## src/rtl/div_iter_pkg.sv

```systemverilog
// Shared types and constants for the iterative radix-2 restoring divider.
package div_iter_pkg;

  localparam int WIDTH = 32;
  localparam int CNT_W = 6;

  localparam logic [CNT_W-1:0] LAST_ITER = CNT_W'(WIDTH - 1);

  typedef enum logic [1:0] {
    DivFree   = 2'b00,
    DivByZero = 2'b01,
    DivOn     = 2'b10,
    DivEnd    = 2'b11
  } divState_e;

  // Two's-complement negate, used both for taking magnitudes and for the final sign fix.
  function automatic logic [WIDTH-1:0] negate(input logic [WIDTH-1:0] value);
    return ~value + WIDTH'(1);
  endfunction

  // Magnitude of an operand; only treated as signed when the operation is DIV.
  function automatic logic [WIDTH-1:0] absIfSigned(input logic [WIDTH-1:0] value,
                                                   input logic isSigned);
    return (isSigned && value[WIDTH-1]) ? negate(value) : value;
  endfunction

endpackage

```

## src/rtl/div_iter_if.sv

```systemverilog
// Request/response bundle between the EX stage and the divider.
interface div_if;
  import div_iter_pkg::*;

  logic               signed_div_i;
  logic [WIDTH-1:0]   opdata1_i;
  logic [WIDTH-1:0]   opdata2_i;
  logic               start_i;
  logic               annul_i;
  logic [2*WIDTH-1:0] result_o;
  logic               ready_o;

  modport master (
    output signed_div_i, opdata1_i, opdata2_i, start_i, annul_i,
    input  result_o, ready_o
  );

  modport slave (
    input  signed_div_i, opdata1_i, opdata2_i, start_i, annul_i,
    output result_o, ready_o
  );

endinterface

```

## src/rtl/div_iter.sv

```systemverilog
// Iterative radix-2 restoring divider for DIV/DIVU.
// Produces {remainder, quotient}; one quotient bit per cycle, MSB first.
module div_iter
  import div_iter_pkg::*;
(
  input  logic clk,
  input  logic rst,
  div_if.slave bus
);

  divState_e          state_q;
  logic [CNT_W-1:0]   cnt_q;
  logic [WIDTH-1:0]   dividend_q;
  logic [WIDTH-1:0]   divisor_q;
  logic [WIDTH-1:0]   rem_q;
  logic               signedDiv_q;
  logic               dividendNeg_q;
  logic               divisorNeg_q;
  logic [2*WIDTH-1:0] result_q;
  logic               ready_q;

  logic [WIDTH:0]     shifted_d;
  logic               qBit_d;
  logic [WIDTH-1:0]   remNext_d;
  logic [WIDTH-1:0]   quotNext_d;
  logic [WIDTH-1:0]   quotFinal_d;
  logic [WIDTH-1:0]   remFinal_d;

  // One restoring step: shift in the next dividend bit, subtract the divisor when it fits,
  // plus the sign correction applied to the last step's values when the loop finishes.
  always_comb begin
    shifted_d   = {rem_q, dividend_q[WIDTH-1]};
    qBit_d      = (shifted_d >= {1'b0, divisor_q});
    remNext_d   = qBit_d ? (shifted_d[WIDTH-1:0] - divisor_q) : shifted_d[WIDTH-1:0];
    quotNext_d  = {dividend_q[WIDTH-2:0], qBit_d};
    quotFinal_d = (signedDiv_q && (dividendNeg_q ^ divisorNeg_q)) ? negate(quotNext_d)
                                                                   : quotNext_d;
    remFinal_d  = (signedDiv_q && dividendNeg_q) ? negate(remNext_d) : remNext_d;
  end

  // Control FSM with registered result/ready; the dividend register doubles as the quotient.
  always_ff @(posedge clk) begin
    if (rst) begin
      state_q       <= DivFree;
      cnt_q         <= '0;
      dividend_q    <= '0;
      divisor_q     <= '0;
      rem_q         <= '0;
      signedDiv_q   <= 1'b0;
      dividendNeg_q <= 1'b0;
      divisorNeg_q  <= 1'b0;
      result_q      <= '0;
      ready_q       <= 1'b0;
    end else begin
      unique case (state_q)
        DivFree: begin
          ready_q  <= 1'b0;
          result_q <= '0;
          if (bus.start_i && !bus.annul_i) begin
            dividend_q    <= absIfSigned(bus.opdata1_i, bus.signed_div_i);
            divisor_q     <= absIfSigned(bus.opdata2_i, bus.signed_div_i);
            signedDiv_q   <= bus.signed_div_i;
            dividendNeg_q <= bus.signed_div_i & bus.opdata1_i[WIDTH-1];
            divisorNeg_q  <= bus.signed_div_i & bus.opdata2_i[WIDTH-1];
            cnt_q         <= '0;
            rem_q         <= '0;
            state_q       <= (bus.opdata2_i == '0) ? DivByZero : DivOn;
          end
        end

        DivByZero: begin
          // Division by zero is defined to return zero; a flush still aborts it.
          if (bus.annul_i) begin
            state_q <= DivFree;
          end else begin
            result_q <= '0;
            ready_q  <= 1'b1;
            state_q  <= DivEnd;
          end
        end

        DivOn: begin
          if (bus.annul_i) begin
            ready_q  <= 1'b0;
            result_q <= '0;
            state_q  <= DivFree;
          end else begin
            rem_q      <= remNext_d;
            dividend_q <= quotNext_d;
            cnt_q      <= cnt_q + CNT_W'(1);
            if (cnt_q == LAST_ITER) begin
              result_q <= {remFinal_d, quotFinal_d};
              ready_q  <= 1'b1;
              state_q  <= DivEnd;
            end
          end
        end

        DivEnd: begin
          // EX may be stalled for another reason, so keep presenting the result while start holds.
          if (bus.annul_i || !bus.start_i) begin
            ready_q  <= 1'b0;
            result_q <= '0;
            state_q  <= DivFree;
          end
        end

        default: begin
          ready_q  <= 1'b0;
          result_q <= '0;
          state_q  <= DivFree;
        end
      endcase
    end
  end

  assign bus.result_o = result_q;
  assign bus.ready_o  = ready_q;

endmodule
```

## src/flat_wrapper.sv

```systemverilog
// flat-port wrapper written by rule: the top's interface ports become plain ports
module div_iter_flat import div_iter_pkg::*;
  (clk, rst, bus_signed_div_i, bus_opdata1_i, bus_opdata2_i, bus_start_i, bus_annul_i, bus_result_o, bus_ready_o);
  div_if bus_i ();
  input  logic clk;
  input  logic rst;
  input wire logic [$bits(bus_i.signed_div_i)-1:0] bus_signed_div_i;
  input wire logic [$bits(bus_i.opdata1_i)-1:0] bus_opdata1_i;
  input wire logic [$bits(bus_i.opdata2_i)-1:0] bus_opdata2_i;
  input wire logic [$bits(bus_i.start_i)-1:0] bus_start_i;
  input wire logic [$bits(bus_i.annul_i)-1:0] bus_annul_i;
  output wire logic [$bits(bus_i.result_o)-1:0] bus_result_o;
  output wire logic [$bits(bus_i.ready_o)-1:0] bus_ready_o;
  assign bus_i.signed_div_i = bus_signed_div_i;
  assign bus_i.opdata1_i = bus_opdata1_i;
  assign bus_i.opdata2_i = bus_opdata2_i;
  assign bus_i.start_i = bus_start_i;
  assign bus_i.annul_i = bus_annul_i;
  assign bus_result_o = bus_i.result_o;
  assign bus_ready_o = bus_i.ready_o;
  div_iter u_core (.clk(clk), .rst(rst), .bus(bus_i));
endmodule
```

## config.mk

```make
export PLATFORM = sky130hd
export DESIGN_NAME = div_iter_flat
export DESIGN_NICKNAME = d
export VERILOG_FILES = /design/src/rtl/div_iter_pkg.sv /design/src/rtl/div_iter_if.sv /design/src/rtl/div_iter.sv /design/src/flat_wrapper.sv
export SDC_FILE = /design/constraint.sdc
export NUM_CORES = 1
export LEC_CHECK = 0
export BUFFER_PORTS_ARGS = -buffer_cell sky130_fd_sc_hd__buf_4
export CAP_MARGIN = 20
export CORE_AREA = 2 2 147 149
export DETAILED_ROUTE_END_ITERATION = 8
export DIE_AREA = 0 0 149 151
export GPL_TIMING_DRIVEN = 1
export PLACE_DENSITY = 0.83
export SLEW_MARGIN = 20
export SYNTH_ARGS = -nofsm -noshare
export SYNTH_HDL_FRONTEND = slang
export SYNTH_SLANG_ARGS = --single-unit
```

## constraint.sdc

```tcl
create_clock -name clk -period 4.85 [get_ports clk]
set_input_delay 0.2425 -clock clk [delete_from_list [all_inputs] [get_ports clk]]
set_output_delay 0.2425 -clock clk [all_outputs]
set_load 0.01 [all_outputs]
```

==> flow_metrics.env <==
export IMPL_antenna_found_initial=1
export IMPL_hpwl_um=26870
export IMPL_clk_pin_slew_worst_paths_ns=0.08
export IMPL_hold_viol_final=0
export IMPL_slew_violations=0
export IMPL_cts_resized=0
export IMPL_setup_viol=0
export IMPL_crit_fanout=7
export IMPL_p_leak_nw=5.156
export IMPL_reg2reg_depth=15
export IMPL_gp_congestion=1.009
export IMPL_fin_nets=1716
export IMPL_ys_warn_count=0
export IMPL_post_cts_buffers=0
export IMPL_grt_pass1_vias=10620
export IMPL_place_area_um2=12600
export IMPL_hold_buffers=0
export IMPL_track_usage_pct=31.15
export IMPL_syn_area_um2=11500
export IMPL_grt_start_max_net_pins=78
export IMPL_rsz0062_at_grt="false"
export IMPL_synth_seq_cells=172
export IMPL_ir_drop_mv=0.3265
export IMPL_synth_enable_flop_cells=0
export IMPL_relSlewSlack_pct=30.15
export IMPL_ys_flop_type="dfxtp_1"
export IMPL_yosys_cell_types_count=75
export IMPL_crit_top_cell="ha_1"
export IMPL_cts_sinks=172
export IMPL_hp_class="input pin to flip-flop"
export IMPL_drv_cap=0
export IMPL_start_util_pct=55.25
export IMPL_setup_tns_ns=0
export IMPL_viasPerCell=6.185
export IMPL_layout_drive_gt1_share_pct=13.29
export IMPL_drc_errors=0
export IMPL_whs_ns=0.08402
export IMPL_syn_area_per_cell_um2=7.504
export IMPL_arrival_ns=4.80
export IMPL_timing_final_crit_share_pct=92.81
export IMPL_p_sw_mw=3.419
export IMPL_worst_path_max_delay_cell="or4_4"
export IMPL_layout_min_cycle_time_ns=4.501
export IMPL_num_antenna_cells=0
export IMPL_port_buffer_count=133
export IMPL_r2r_start="u_core.rem_q[1]$_SDFFE_PP0P_"
export IMPL_skew_ns=0.01530
export IMPL_postSynth_asyncResetShare_pct=0
export IMPL_worstPathCellList="ha_1 -> o2111ai_1 -> a21oi_2 -> a21o_1 -> a41oi_2 -> nand2_2 -> mux2i_1 -> ha_1 -> nand4b_1 -> nor3b_2 -> a41oi_1 -> or4_4 -> o21ai_2 -> xnor2_1 -> o21ai_1"
export IMPL_worst_pin_slew_ns=1.043
export IMPL_worstSetupStartpoint="u_core.rem_q[1]$_SDFFE_PP0P_"
export IMPL_combPwrFrac_pct=55.6
export IMPL_switching_share_pct=48.54
export IMPL_die_w_um=149
export IMPL_seq_area_frac_synth_pct=29.93
export IMPL_critPathKind="flip-flop to flip-flop"
export IMPL_vias=11710
export IMPL_drt_met1_wl_um=15800
export IMPL_grt_pass1_wl_um=55830
export IMPL_max_freq_ghz=0.2222
export IMPL_p_seq_share_pct=24.2
export IMPL_ios=134
export IMPL_grt_overflow=0
export IMPL_cts_tree="done"
export IMPL_dr_wl_met3_um=2968
export IMPL_run_status="complete, no violations"
export IMPL_required_ns=5.15
export IMPL_drt_first_pass_iters=6
export IMPL_slowest_delay_ns=0.60
export IMPL_r2r_end="u_core.bus.result_o[62]$_SDFFE_PP0P_"
export IMPL_ant_nets=0
export IMPL_dr_first_iter_drc_count=1129
export IMPL_htreeDepth=4
export IMPL_die_area_um2=22500
export IMPL_finalWirelength_um=35350
export IMPL_design_core_area_um2=20820
export IMPL_endpoint="u_core.bus.result_o[62]$_SDFFE_PP0P_"
export IMPL_cp_start_kind="flip-flop"
export IMPL_power_internal_mw=3.624
export IMPL_cts_buffers=17
export IMPL_syn2layout_area_growth_pct=14.92
export IMPL_rrSetupSlack_ns=0.35
export IMPL_wl_per_cell_um=18.68
export IMPL_wl_met2_um=15810
export IMPL_power_density_nw_per_um2=532.7
export IMPL_cp_end_kind="flip-flop"
export IMPL_clkPwrFrac_pct=20.1
export IMPL_fin_area_um2=13220
export IMPL_clock_tree_root_cell="clkbuf_16"
export IMPL_top_layer="met5"
export IMPL_synth_nets=1644
export IMPL_die_h_um=151
export IMPL_cts_max_path_buffers=2
export IMPL_netlist_instances=1533
export IMPL_rows=53
export IMPL_clkLatencyLatePin_ns=0.45
==> placed cells by master (no fill, tap or decap), types with 52 or more instances in the layout <==
| cell type | n |
|---|---|
| a22oi_1 | 55 |
| nor2_1 | 225 |
| a21oi_1 | 112 |
| dfxtp_1 | 172 |
| inv_1 | 52 |
| xnor2_1 | 71 |
| buf_4 | 147 |
| nand2_1 | 158 |
| o21ai_0 | 88 |
| xor2_1 | 77 |
==> cell type report <==
cell class | instances | area, um2
repair buffers | 147 | 1104
multi-input cells | 1214 | 7515
fillers | 1914 | 7602
inverters | 53 | 198.9
well taps | 275 | 344.1
flip-flops and latches | 172 | 3443
clock buffers | 17 | 425.4
clock inverters | 15 | 190.2
==> flip-flops by register name, indices dropped and copies added, names as in the netlist <==
name                  count
u_core.state_q            2
u_core.dividendNeg_q      1
u_core.bus.ready_o        1
u_core.divisor_q         32
u_core.dividend_q        32
u_core.signedDiv_q        1
u_core.divisorNeg_q       1
u_core.rem_q             32
u_core.cnt_q              6
u_core.bus.result_o      64
==> worst max-delay path: cells and delay by family, from the launching register on <==
kind                       cells  cell delay [ns]
muxes                          1             0.30
DFF                            1             0.39
adders and majority gates      2             0.76
and+or+nand+nor                4             1.25
xor gates and xnor gates       1             0.14
AOI/OAI and AO/OA              7             1.52
==> cells in the mapped netlist (all sizes together) (40+ instances only) <==
master | number | area (um2)
dfxtp | 172 | 3443
inv | 53 | 198.9
a21oi | 115 | 586.8
o21ai | 99 | 499.2
xnor2 | 71 | 621.9
nand2 | 159 | 599.3
a31oi | 40 | 256.5
a211oi | 45 | 355.3
xor2 | 77 | 674.4
ha | 41 | 513.0
a22oi | 55 | 412.9
nor2 | 230 | 868.3
clkbuf | 74 | 279.0
==> per-layer routing <==
metal  vias to the layer above  track usage [%]
met5                         -                0
met4                         2            8.286
met3                        65            5.663
met2                       526            48.73
met1                      5505            44.22
li1                       5610                -
==> cells by family after synthesis <==
family	count (synthesis)	synth area share [%]
muxes	27	2.360
xor gates and xnor gates	148	11.27
and+or+nand+nor	554	21.94
DFF	172	29.93
buffers and inverters	147	5.014
adders and majority gates	42	4.633
AOI/OAI and AO/OA	443	24.85
==> power by group through the flow <==
stage	clock network, mW	registers (mW)	logic [mW]
floorplan	0	1.69	2.83
finish	1.42	1.71	3.92
detailed placement	0	1.73	3.80
global placement	0	1.72	3.76
CTS	1.42	1.70	3.82
global route	1.49	1.72	4.24
==> how the worst min path moves through the flow <==
stage,from,endpoint,cells after the start
floorplan,bus_opdata2_i[0],u_core.divisor_q[0]$_SDFFE_PP0P_,2
global placement,u_core.bus.result_o[19]$_SDFFE_PP0P_,u_core.bus.result_o[19]$_SDFFE_PP0P_,2
detailed placement,u_core.bus.result_o[49]$_SDFFE_PP0P_,u_core.bus.result_o[49]$_SDFFE_PP0P_,2
CTS,bus_opdata1_i[22],u_core.dividend_q[22]$_SDFFE_PP0P_,4
global route,bus_opdata1_i[22],u_core.dividend_q[22]$_SDFFE_PP0P_,4
finish,bus_opdata1_i[22],u_core.dividend_q[22]$_SDFFE_PP0P_,4
==> stage by stage <==
stage          utilization [%]  setup slack [ns]  instances  total power, mW
6_report                 63.49            0.3486       1893            7.043
5_1_grt                  63.49           0.08112       1893            7.456
3_5_place_dp             60.51            0.4076       1861            5.532
4_1_cts                  63.47            0.2541       1893            6.948
2_1_floorplan                -            0.4903       1533            4.521
3_3_place_gp             60.51            0.6236       1861            5.486
Note: power is estimated with default switching activity, not from simulation.
